--- config.mk ---
export PLATFORM = sky130hd
export DESIGN_NAME = mem_arbiter
export DESIGN_NICKNAME = d
export VERILOG_FILES = /design/src/rtl/mem_arb_pkg.sv /design/src/rtl/mem_rr_picker.sv /design/src/rtl/mem_arbiter.sv
export SDC_FILE = /design/constraint.sdc
export NUM_CORES = 1
export LEC_CHECK = 0
export ABC_AREA = 1
export CORE_MARGIN = 4
export CORE_UTILIZATION = 39
export DETAILED_ROUTE_END_ITERATION = 6
export PLACE_DENSITY = 0.8
export SLEW_MARGIN = 0
export SYNTH_ARGS = -nofsm -noshare
export SYNTH_HDL_FRONTEND = slang
export SYNTH_HIERARCHICAL = 1
export SYNTH_SLANG_ARGS = --single-unit
--- constraint.sdc ---
create_clock -name clk -period 2.52 [get_ports clk]
set_input_delay 0.378 -clock clk [delete_from_list [all_inputs] [get_ports clk]]
set_output_delay 0.378 -clock clk [all_outputs]
set_load 0.02 [all_outputs]
--- src/rtl/mem_arb_pkg.sv ---
// Shared types and helpers for the single-port memory arbiter.
// Sequencer states, access-type encodings and the round-robin pointer wrap.
package mem_arb_pkg;

    typedef enum logic [1:0] {
        IDLE    = 2'd0,
        ISSUE   = 2'd1,
        WAIT_RD = 2'd2
    } state_t;

    localparam logic WR = 1'b1;
    localparam logic RD = 1'b0;

    // Index of the requester just after idx, wrapping at n-1 back to 0.
    function automatic int rr_next(input int idx, input int n);
        return (idx >= n - 1) ? 0 : idx + 1;
    endfunction

endpackage

--- src/rtl/mem_rr_picker.sv ---
// Rotate-priority encoder: first set request bit scanning upward from rr_ptr,
// wrapping from NUM_REQ-1 to 0.
module mem_rr_picker #(
    parameter int NUM_REQ = 4,
    parameter int IDX_W   = 2
) (
    input  logic [NUM_REQ-1:0] req,
    input  logic [IDX_W-1:0]   rr_ptr,
    output logic               found,
    output logic [IDX_W-1:0]   idx
);

    always_comb begin
        int slot;
        // NOTE: every output of a combinational block gets a default first, so
        // no path through the block leaves a value held and infers a latch.
        found = 1'b0;
        idx   = '0;
        slot  = 0;
        // Walk from the farthest slot back to rr_ptr so the nearest hit is the
        // last one written and therefore wins.
        for (int i = NUM_REQ - 1; i >= 0; i--) begin
            slot = int'(rr_ptr) + i;
            if (slot >= NUM_REQ) begin
                slot = slot - NUM_REQ;
            end
            if (req[slot[IDX_W-1:0]]) begin
                found = 1'b1;
                idx   = slot[IDX_W-1:0];
            end
        end
    end

endmodule

--- src/rtl/mem_arbiter.sv ---
// Round-robin arbiter and sequencer in front of a single-port memory.
// One complete write, or read plus data return, per grant; fully registered outputs.
module mem_arbiter
    import mem_arb_pkg::*;
#(
    parameter int NUM_REQ    = 4,
    parameter int ADDR_WIDTH = 6,
    parameter int DATA_WIDTH = 16,
    parameter int RD_LAT     = 1
) (
    input  logic                           clk,
    input  logic                           rst,
    input  logic [NUM_REQ-1:0]             req,
    input  logic [NUM_REQ-1:0]             req_wr_rd,
    input  logic [NUM_REQ*ADDR_WIDTH-1:0]  req_addr,
    input  logic [NUM_REQ*DATA_WIDTH-1:0]  req_wdata,
    output logic [NUM_REQ-1:0]             gnt,
    output logic [NUM_REQ-1:0]             rvalid,
    output logic [DATA_WIDTH-1:0]          rdata,
    output logic                           busy,
    output logic                           mem_valid,
    output logic                           mem_wr_rd,
    output logic [ADDR_WIDTH-1:0]          mem_addr,
    output logic [DATA_WIDTH-1:0]          mem_wdata,
    input  logic                           mem_ready,
    input  logic [DATA_WIDTH-1:0]          mem_rdata
);

    localparam int IDX_W = $clog2(NUM_REQ);

    state_t                 state_q, state_d;
    logic [IDX_W-1:0]       rr_ptr_q, rr_ptr_d;
    logic [IDX_W-1:0]       owner_q, owner_d;
    logic [1:0]             lat_cnt_q, lat_cnt_d;

    logic [NUM_REQ-1:0]     gnt_d, rvalid_d;
    logic [DATA_WIDTH-1:0]  rdata_d, mem_wdata_d;
    logic [ADDR_WIDTH-1:0]  mem_addr_d;
    logic                   busy_d, mem_valid_d, mem_wr_rd_d;

    logic                   found;
    logic [IDX_W-1:0]       pick_idx;
    logic [IDX_W-1:0]       ptr_after_owner;

    mem_rr_picker #(
        .NUM_REQ (NUM_REQ),
        .IDX_W   (IDX_W)
    ) u_picker (
        .req     (req),
        .rr_ptr  (rr_ptr_q),
        .found   (found),
        .idx     (pick_idx)
    );

    assign ptr_after_owner = IDX_W'(rr_next(int'(owner_q), NUM_REQ));

    // The mem_* output registers double as the latched request fields; they
    // keep the winner's values until the next arbitration.
    always_comb begin
        state_d     = state_q;
        rr_ptr_d    = rr_ptr_q;
        owner_d     = owner_q;
        lat_cnt_d   = lat_cnt_q;
        gnt_d       = '0;
        rvalid_d    = '0;
        rdata_d     = rdata;
        mem_valid_d = mem_valid;
        mem_wr_rd_d = mem_wr_rd;
        mem_addr_d  = mem_addr;
        mem_wdata_d = mem_wdata;

        unique case (state_q)
            IDLE: begin
                if (found) begin
                    state_d         = ISSUE;
                    owner_d         = pick_idx;
                    gnt_d[pick_idx] = 1'b1;
                    mem_valid_d     = 1'b1;
                    mem_wr_rd_d     = req_wr_rd[pick_idx];
                    mem_addr_d      = req_addr[pick_idx*ADDR_WIDTH +: ADDR_WIDTH];
                    mem_wdata_d     = req_wdata[pick_idx*DATA_WIDTH +: DATA_WIDTH];
                end
            end
            ISSUE: begin
                if (mem_ready) begin
                    mem_valid_d = 1'b0;
                    if (mem_wr_rd == WR) begin
                        state_d  = IDLE;
                        rr_ptr_d = ptr_after_owner;
                    end else begin
                        state_d   = WAIT_RD;
                        lat_cnt_d = 2'(RD_LAT - 1);
                    end
                end
            end
            WAIT_RD: begin
                if (lat_cnt_q == '0) begin
                    rdata_d           = mem_rdata;
                    rvalid_d[owner_q] = 1'b1;
                    state_d           = IDLE;
                    rr_ptr_d          = ptr_after_owner;
                end else begin
                    lat_cnt_d = lat_cnt_q - 2'd1;
                end
            end
            default: state_d = IDLE;
        endcase

        busy_d = (state_d != IDLE);
    end

    // NOTE: state is updated with non-blocking assignments so every register
    // samples the pre-edge values, independent of statement order.
    always_ff @(posedge clk) begin
        if (rst) begin
            state_q   <= IDLE;
            rr_ptr_q  <= '0;
            owner_q   <= '0;
            lat_cnt_q <= '0;
            gnt       <= '0;
            rvalid    <= '0;
            rdata     <= '0;
            busy      <= 1'b0;
            mem_valid <= 1'b0;
            mem_wr_rd <= RD;
            mem_addr  <= '0;
            mem_wdata <= '0;
        end else begin
            state_q   <= state_d;
            rr_ptr_q  <= rr_ptr_d;
            owner_q   <= owner_d;
            lat_cnt_q <= lat_cnt_d;
            gnt       <= gnt_d;
            rvalid    <= rvalid_d;
            rdata     <= rdata_d;
            busy      <= busy_d;
            mem_valid <= mem_valid_d;
            mem_wr_rd <= mem_wr_rd_d;
            mem_addr  <= mem_addr_d;
            mem_wdata <= mem_wdata_d;
        end
    end

endmodule

==> out/results.txt, run 1 <==
Status = completed
Max-cap violations = 0
Number of global-route vias before repair = 3,458
Clock Sinks = 57
Initial DRC Count = 119
Post-synthesis mux area share = 0%
Unrepaired setup endpoints after global routing = false
Least-Margin Pin Slew = 0.508 ns
Most used cell, CP = nand2_1
# nets final = 743
Postcts setup bufs = 0
P_leak = 0.00215 uW
Post-Syn Instances = 464
Footprint of the multi-input gates = 1610 um2
CTS tree = yes
Syn_nets = 585
Slowest stage delay, CP = 0.52 ns
Crit path cell chain = buf_4 > nand2_1 > nand2_1 > nand2_1 > nand3_1 > nand2_1 > nand2_1 > nand2_1 > buf_4 > nor2_1 > nand2_1 > nand2_1 > nor2_1 > nor2_1
Filler Cell Count = 621
Commonest register cell after synthesis = dfxtp_1
Async SR Flop Fraction = 0%
Compound-Gate Fraction of Synth Area = 8.79%
# DRC = 0
Skew-Pair Late Insertion Delay = 0.33 ns
Worst setup margin = 0.358 ns
FF+latch count, synth = 57
Data required time of the critical path = 2.79 ns
Largest family of logic cells by synthesized area = simple AND/OR/NAND/NOR gates
CP Launch Type = flip-flop
First-pass iteration count of the detailed router = 4
Wirelength per Cell = 13.9 um
Diode count = 0
Syn Std Cell Area = 3030 um2
Cell family with most CP delay = simple AND/OR/NAND/NOR gates
GRT Util Overall = 21.4%
Hold-fix buffers, CTS = 0
Fmax = 0.462 GHz
# H-tree levels = 3
Vias/cell = 4.91
Die X-Extent = 96.2 um
Worst min path class = reg2reg
Area grow syn2layout = 63.7%
CTS root buffer = clkbuf_8
Vias = 3,562
Critical path type = reg2reg
Critical path buffers and inverters = 2
Layout cells sized above 1 = 7.81%
Mapped Avg Cell Area = 6.54 um2
Fin crit share = 85.8%
Clock skew = 0.0106 ns
Slowest cell on crit path = dfxtp_1
Initial cell density of the core = 40.9%
Synth warn = 6
Fin. Hold Viols = 0
Tmin final = 2.16 ns
Setup_tns = 0 ns
Core area = 7410 um2
CP max FO = 9
First-pass GRT wire length = 15,400 um
Num ports = 164
Sequential share of the synthesized area = 37.6%
DIE AREA = 9250 um2
RePlAce Congestion = 0.909
Setup Slack @ Placement = 0.190 ns
Clk pin slew, worst setup/hold paths = 0.07 ns
Drt total wl = 10,100 um
CTS Buffer Depth = 2
Simple-Gate Fraction of Synth Area = 41.5%
Largest net degree at the start of global routing = 37
Initial antenna violation count = 0
Total gr overflow = 0
Xor/xnor share of the synthesized area = 0%
Post-synthesis cell type count = 27
Final HPWL DP = 7670 um
Routed Antenna Nets = 0
Die span in y = 96.2 um
CTS Buf Count = 9
I/O Buffers = 163
Post-synthesis adder-cell area fraction = 2.48%
EDFF count, synth = 0
Cell Rows = 31
Arr. time, crit path = 2.43 ns
Number of gates resized after CTS = 0
Crit. End Element = flip-flop
P per Cell Area = 697 nW/um2
FF+latch area = 1140 um2
Peak VDD IR = 335 uV
Slew HR = 66.0%
Final Max Slew Viols = 0
Setup Viol. Count Final = 0
==> report_power, final <==
part | total [uW] | leakage, uW | switching (uW) | internal, uW
registers | 1090 | 0.000468 | 70.5 | 1020
clock network | 979 | 0.000113 | 392 | 587
logic | 1390 | 0.00157 | 771 | 621
total | 3460 | 0.00215 | 1230 | 2230
==> worst register-to-register path: cells and delay by family, from the launching register on <==
kind	cells	cell delay [ns]
buf+inv	2	0.38
flops	1	0.52
simple gates	12	1.19
==> cells in the mapped netlist, types with 2 or more instances <==
| cell | number | area (um2) |
|---|---|---|
| nand3_1 | 91 | 455 |
| a21oi_1 | 7 | 35.0 |
| inv_1 | 23 | 86.3 |
| nand4_1 | 2 | 12.5 |
| ha_1 | 6 | 75.1 |
| nor3_1 | 5 | 25.0 |
| nand2_2 | 3 | 18.8 |
| buf_2 | 9 | 45.0 |
| clkbuf_1 | 7 | 26.3 |
| nand2_1 | 94 | 353 |
| o21ai_0 | 39 | 195 |
| dfxtp_1 | 57 | 1140 |
| buf_6 | 6 | 67.6 |
| inv_2 | 6 | 22.5 |
| nor2_2 | 5 | 31.3 |
| o21ai_1 | 4 | 20.0 |
| nor2_1 | 87 | 327 |
| buf_4 | 4 | 30.0 |
==> worst paths after layout <==
path | from | end | slack [ns] | cells past startpoint
setup / recovery | rr_ptr_q[0] | mem_wdata[9] | 0.36 | 14
hold / removal | lat_cnt_q[0] | lat_cnt_q[0] | 0.45 | 1
setup reg to reg | rr_ptr_q[0] | mem_wdata[9] | 0.36 | 14
hold reg to reg | lat_cnt_q[0] | lat_cnt_q[0] | 0.45 | 1
==> cell families after synthesis <==
logic type      Yosys count
compound gates           52
fa+ha+maj                 6
buf+inv                  58
flops                    57
simple gates            291
==> placed cells by master (no fill, tap or decap), types with 2 or more instances in the layout <==
cell type,netlist,routed
a21oi_1,7,7
buf_12,0,2
buf_4,4,10
bufinv_16,0,2
clkbuf_8,0,10
clkdlybuf4s50_1,0,163
clkinv_2,1,2
dfxtp_1,57,57
ha_1,6,6
inv_1,23,23
inv_2,6,6
nand2_1,94,94
nand2_2,3,3
nand3_1,91,91
nand4_1,2,2
nor2_1,87,87
nor2_2,5,5
nor3_1,5,5
o21ai_0,39,39
o21ai_1,4,4
==> per-stage QoR <==
stage | hold slack [ns] | power (uW) | area (um2) | std cells | utilization, %
2_1_floorplan | 0.407 | 1910 | 3030 | 464 | -
3_3_place_gp | 0.417 | 2480 | 4740 | 710 | 63.9
5_1_grt | 0.470 | 3680 | 4960 | 726 | 67.0
4_1_cts | 0.446 | 3490 | 4960 | 726 | 67.0
6_report | 0.451 | 3460 | 4960 | 726 | 67.0
3_5_place_dp | 0.436 | 2500 | 4740 | 710 | 63.9
==> routing by layer <==
layer | track usage (%) | wire, um | part of all wire, %
met3 | 6.10 | 710 | 7.1
met1 | 23.4 | 4130 | 41
met2 | 38.2 | 4930 | 49
met5 | 0 | 0 | 0
met4 | 9.60 | 283 | 2.8
==> area by class of cell <==
type | count | share of cell area [%]
repair buffers | 175 | 35.2
inverters | 30 | 2.29
clock inverters | 6 | 1.81
multi-input cells | 349 | 32.5
flip-flops and latches | 57 | 23.0
clock buffers | 10 | 2.77
well taps | 99 | 2.49
==> flip-flops by register name, indices dropped and copies added, names as in the netlist, 4 cells and up <==
register,cells
mem_wdata,16
rdata,16
rvalid,4
mem_addr,6
gnt,4
Note: power is estimated with default switching activity, not from simulation.
==> run 2: changes to the inputs <==
==> constraint.sdc (replaced) <==
create_clock -name clk -period 2.2 [get_ports clk]
set_input_delay 0.33 -clock clk [delete_from_list [all_inputs] [get_ports clk]]
set_output_delay 0.33 -clock clk [all_outputs]
set_load 0.02 [all_outputs]
==> run 2 against run 1 <==
Effect of this change: sequential power rose by 15%; final cell count rose by 0.83%; combinational power grew 16%; clock power up 12%; clock-buffer cell count grew 1; clock skew decreased by 0.0016 ns; worst setup slack worse by 0.11 ns; register-to-register slack worse by 0.08 ns; via count rose by 0.62%; critical path type is now in2reg.
==> out/results.txt, run 2 (synthesized netlist as in run 1, its figures left out) <==
Status = completed
Initial antenna violation count = 0 (unchanged)
Crit. End Element = flip-flop
Clk pin slew, worst setup/hold paths = 0.07 ns (about the same)
WHS Endpoint = lat_cnt_q[0]
Cells on Worst Hold Path = 1 (unchanged)
Clock skew = 0.00902 ns (-0.00159 ns)
CP Launch Type = input port
CTS Buf Count = 9 (unchanged)
Flop2flop setup slack = 0.28 ns (-0.08 ns)
Fmax = 0.512 GHz
Most common cell after layout, fill and taps aside = clkdlybuf4s50_1
Final non-filler cell area = 5000 um2 (+0.63%)
Diode count = 0 (unchanged)
Least-Margin Pin Slew = 0.373 ns (-0.135 ns)
Cell Area, Placed = 4770 um2 (+0.69%)
Postcts setup bufs = 0 (unchanged)
Die X-Extent = 96.2 um (unchanged)
Final HPWL DP = 7780 um (+1.4%)
Total gr overflow = 0 (unchanged)
Tmin final = 1.95 ns
Routed Antenna Nets = 0 (unchanged)
Worst r2r dst = mem_wdata[9]
# nets final = 749 (+0.81%)
Worst Setup SP = req[1]
Met2 usage = 38.4% (+0.23 points)
Setup Viol. Count Final = 0 (unchanged)
First-pass iteration count of the detailed router = 4 (unchanged)
Layout cells sized above 1 = 9.00% (+1.2 points)
# H-tree levels = 3 (unchanged)
Reg2reg start = rr_ptr_q[0]
Vias = 3,584 (+0.62%)
Hold-fix buffers, CTS = 0 (unchanged)
Max-cap violations = 0 (unchanged)
CTS Buffer Depth = 2 (unchanged)
GRT Util Overall = 21.7% (+0.24 points)
Worst min path class = reg2reg
DIE AREA = 9250 um2 (unchanged)
Initial cell density of the core = 40.9% (unchanged)
Drt total wl = 10,100 um (+0.24%)
Clock Sinks = 57 (unchanged)
Area grow syn2layout = 64.7%
Inst Count DP = 716 (+0.85%)
Fin crit share = 88.8%
Number of global-route vias before repair = 3,481 (+0.67%)
CTS tree = yes
CP max FO = 13 (+4)
Hold Crit Start = lat_cnt_q[0]
Number of gates resized after CTS = 0 (unchanged)
Initial DRC Count = 136 (+14%)
Largest net degree at the start of global routing = 34 (-8.1%)
Fin. Hold Viols = 0 (unchanged)
P_leak = 0.00217 uW (+1.2%)
GR Util met1 = 24.5% (+1.1 points)
Skew-Pair Late Insertion Delay = 0.33 ns (about the same)
Core area = 7410 um2 (unchanged)
Finished Layout Cells = 732 (+0.83%)
Unrepaired setup endpoints after global routing = false
Data required time of the critical path = 2.46 ns (-0.33 ns)
Vias/cell = 4.90 (-0.21%)
Most frequent cells in the layout = 163 x clkdlybuf4s50_1, 94 x nand2_1, 91 x nand3_1
Cell Rows = 31 (unchanged)
Peak VDD IR = 372 uV (+11%)
# DRC = 0 (unchanged)
Num ports = 164 (unchanged)
RePlAce Congestion = 0.934 (+2.7%)
Die span in y = 96.2 um (unchanged)
Critical path type = in2reg
Top flop regs = mem_wdata: 16 flops, rdata: 16 flops, mem_addr: 6 flops
Slew HR = 75.0% (+9.1 points)
Arr. time, crit path = 2.22 ns (-0.21 ns)
CTS root buffer = clkbuf_8
P per Cell Area = 793 nW/um2 (+14%)
First-pass GRT wire length = 15,700 um (+1.7%)
Busiest layer in global routing = met2
Wirelength per Cell = 13.8 um (-0.58%)
Met3 Use GR = 5.32% (-0.78 points)
Final Max Slew Viols = 0 (unchanged)
FF-to-FF path depth = 15 (+1)
I/O Buffers = 163 (unchanged)
==> run 2: area by class of cell <==
cell class                      count  area, um2
Clock buffer                       11        141
Clock inverter                      5       78.8
Fill cell                         659       2410
Inverter                           30        114
Multi-Input combinational cell    349       1620
Sequential cell                    57       1140
Tap cell                           99        124
Timing Repair Buffer              181       1780
==> run 2: how the worst max path moves through the flow <==
stage	endpoint	cells after the start	slack [ns]
3_5_place_dp	mem_wdata[9]	14	-0.12
5_1_grt	mem_addr[2]	15	0.03
2_1_floorplan	mem_addr[1]	16	0.41
6_report	mem_wdata[9]	15	0.25
3_3_place_gp	mem_wdata[12]	15	-0.06
4_1_cts	mem_addr[0]	15	0.09
==> run 2: power by group <==
part           internal [uW]  switching, uW
combinational            722            890
clock                    667            428
sequential              1170           81.3
total                   2560           1400
==> run 2: worst max-delay path, cell delays in order <==
cell,delay [ns]
clkdlybuf4s50_1,0.46
inv_1,0.05
o21ai_1,0.19
nand2_1,0.10
nand3_1,0.12
nand2_1,0.06
nand2_1,0.05
nand2_1,0.08
buf_4,0.17
nor2_2,0.12
buf_4,0.21
nand2_1,0.08
nand3_1,0.08
nor2_1,0.05
nor2_1,0.07
==> run 2: routing by layer <==
| layer | vias up | share of wire, % |
|---|---|---|
| met3 | 19 | 6.7 |
| met1 | 1614 | 39 |
| met5 | - | 0 |
| met4 | 0 | 2.3 |
| li1 | 1828 | - |
| met2 | 123 | 52 |
==> run 2: per-stage QoR <==
step	utilization (%)	worst slack (ns)	total power, uW	setup TNS, ns	hold WS [ns]
6_report	67.4	0.247	3960	0	0.441
5_1_grt	67.4	0.0283	4210	0	0.478
4_1_cts	67.4	0.0902	3980	0	0.443
3_5_place_dp	64.4	-0.118	2880	-1.47	0.433
3_3_place_gp	64.4	-0.0588	2850	-0.453	0.417
2_1_floorplan	-	0.415	2190	0	0.399
==> run 3: changes to the inputs <==
--- a/config.mk
+++ b/config.mk
@@ -9,6 +9,7 @@
 export CORE_MARGIN = 4
 export CORE_UTILIZATION = 39
 export DETAILED_ROUTE_END_ITERATION = 6
+export GPL_ROUTABILITY_DRIVEN = 0
 export PLACE_DENSITY = 0.8
 export SLEW_MARGIN = 0
 export SYNTH_ARGS = -nofsm -noshare
==> run 3 against run 2 <==
Effect of this change: highest routed layer unchanged; non-clock buffer count is 1 lower; die area stayed put; first-iteration DRC count is 15% lower; via count is 0.92% lower; combinational power hardly changed; clock skew is 0.0032 ns higher; wire length is 1.8% lower.
==> out/results.txt, run 3 (synthesized netlist as in run 1, its figures left out) <==
P per Cell Area = 776 nW/um2 (-2.1%)
Postcts setup bufs = 0 (unchanged)
CTS tree = yes
Inst Count DP = 715 (-0.14%)
Vias/cell = 4.86 (-0.79%)
Fin crit share = 89.3% (+0.52 points)
Critical path type = in2reg
GRT Util Overall = 20.8% (-0.86 points)
P_leak = 0.00216 uW (-0.82%)
CP max FO = 13 (unchanged)
Crit. End Element = flip-flop
Setup Slack @ Placement = -0.159 ns (-0.0416 ns)
Most common cell after layout, fill and taps aside = clkdlybuf4s50_1
Num ports = 164 (unchanged)
I/O Buffers = 163 (unchanged)
Finished Layout Cells = 731 (-0.14%)
Filler Cell Count = 637 (-3.3%)
CTS Buf Count = 9 (unchanged)
Total gr overflow = 0 (unchanged)
Arr. time, crit path = 2.22 ns (about the same)
CTS root buffer = clkbuf_8
Tmin final = 1.96 ns (+0.0114 ns)
Initial DRC Count = 115 (-15%)
# DRC = 0 (unchanged)
Initial cell density of the core = 40.9% (unchanged)
Unrepaired setup endpoints after global routing = false
Top flop regs = mem_wdata: 16 flops, rdata: 16 flops, mem_addr: 6 flops
Final Max Slew Viols = 0 (unchanged)
Setup_tns = 0 ns (unchanged)
# H-tree levels = 3 (unchanged)
Diode count = 0 (unchanged)
Fin. Hold Viols = 0 (unchanged)
Max-cap violations = 0 (unchanged)
Least-Margin Pin Slew = 0.372 ns (-0.00180 ns)
DIE AREA = 9250 um2 (unchanged)
Peak VDD IR = 379 uV (+1.7%)
CTS Buffer Depth = 2 (unchanged)
Clk pin slew, worst setup/hold paths = 0.07 ns (about the same)
# nets final = 748 (-0.13%)
Data required time of the critical path = 2.46 ns (about the same)
Clock Sinks = 57 (unchanged)
Skew-Pair Late Insertion Delay = 0.33 ns (about the same)
Fmax = 0.509 GHz (-0.58%)
Die span in y = 96.2 um (unchanged)
Vias = 3,551 (-0.92%)
Worst setup margin = 0.236 ns (-0.0114 ns)
Die X-Extent = 96.2 um (unchanged)
Routed Antenna Nets = 0 (unchanged)
Number of global-route vias before repair = 3,385 (-2.8%)
Clock skew = 0.0122 ns (+0.00321 ns)
Drt total wl = 9900 um (-1.8%)
First-pass iteration count of the detailed router = 4 (unchanged)
Slew HR = 75.2% (+0.12 points)
Final non-filler cell area = 4970 um2 (-0.45%)
Wirelength per Cell = 13.5 um (-1.7%)
Core area = 7410 um2 (unchanged)
Layout cells sized above 1 = 8.86% (-0.14 points)
Area grow syn2layout = 64.0%
Number of gates resized after CTS = 0 (unchanged)
Most frequent cells in the layout = 163 x clkdlybuf4s50_1, 94 x nand2_1, 91 x nand3_1
Status = completed
Cell Rows = 31 (unchanged)
CP Launch Type = input port
First-pass GRT wire length = 15,200 um (-3.2%)
Hold-fix buffers, CTS = 0 (unchanged)
Worst min path class = reg2reg
Initial antenna violation count = 0 (unchanged)
Largest net degree at the start of global routing = 47 (+38%)
Final HPWL DP = 7680 um (-1.3%)
Cell Area, Placed = 4760 um2 (-0.16%)
Setup Viol. Count Final = 0 (unchanged)
-- run 3: final timing paths --
check | slack (ns) | endpoint | startpoint | cells after the start
setup / recovery | 0.24 | mem_addr[2] | req[1] | 15
hold / removal | 0.44 | lat_cnt_q[0] | lat_cnt_q[0] | 1
setup reg to reg | 0.25 | mem_addr[2] | rr_ptr_q[0] | 15
hold reg to reg | 0.44 | lat_cnt_q[0] | lat_cnt_q[0] | 1
-- run 3: layer usage --
metal  vias to the layer above  track usage, %  wire length (um)
met1                      1603            23.6              3930
li1                       1824               -                 -
met4                         0            7.46               157
met3                        10            5.39               688
met5                         -               0                 0
met2                       114            37.3              5120
-- run 3: power breakdown --
group / switching, uW / internal, uW / total (uW) / leakage [uW]
Combinational: 887 / 717 / 1600 / 0.00159
Clock: 442 / 562 / 1000 / 0.000100
Sequential: 80.1 / 1170 / 1250 / 0.000468
-- run 3: critical path, stage by stage --
cell             delay [ns]
clkdlybuf4s50_1        0.45
inv_1                  0.05
o21ai_1                0.19
nand2_1                0.10
nand3_1                0.12
nand2_1                0.05
nand2_1                0.06
nand2_1                0.08
buf_4                  0.17
nor2_2                 0.13
buf_4                  0.21
nand2_1                0.07
nand3_1                0.08
nor2_1                 0.05
nor2_1                 0.08
-- run 3: per-stage QoR --
step	utilization, %	hold slack [ns]	power (uW)
6_report	67.1	0.439	3860
5_1_grt	67.1	0.461	4110
4_1_cts	67.0	0.444	3880
3_5_place_dp	64.3	0.434	2870
3_3_place_gp	64.3	0.418	2840
2_1_floorplan	-	0.399	2190
-- run 3: cell type report --
type                       count  area [um2]  area share [%]
inverter                      30         114            2.29
tap                           99         124            2.49
clock inverter                 5        63.8            1.28
clock buffer                  11         141            2.84
timing repair buffer         180        1770            35.6
sequential                    57        1140            23.0
multi-input combinational    349        1620            32.5
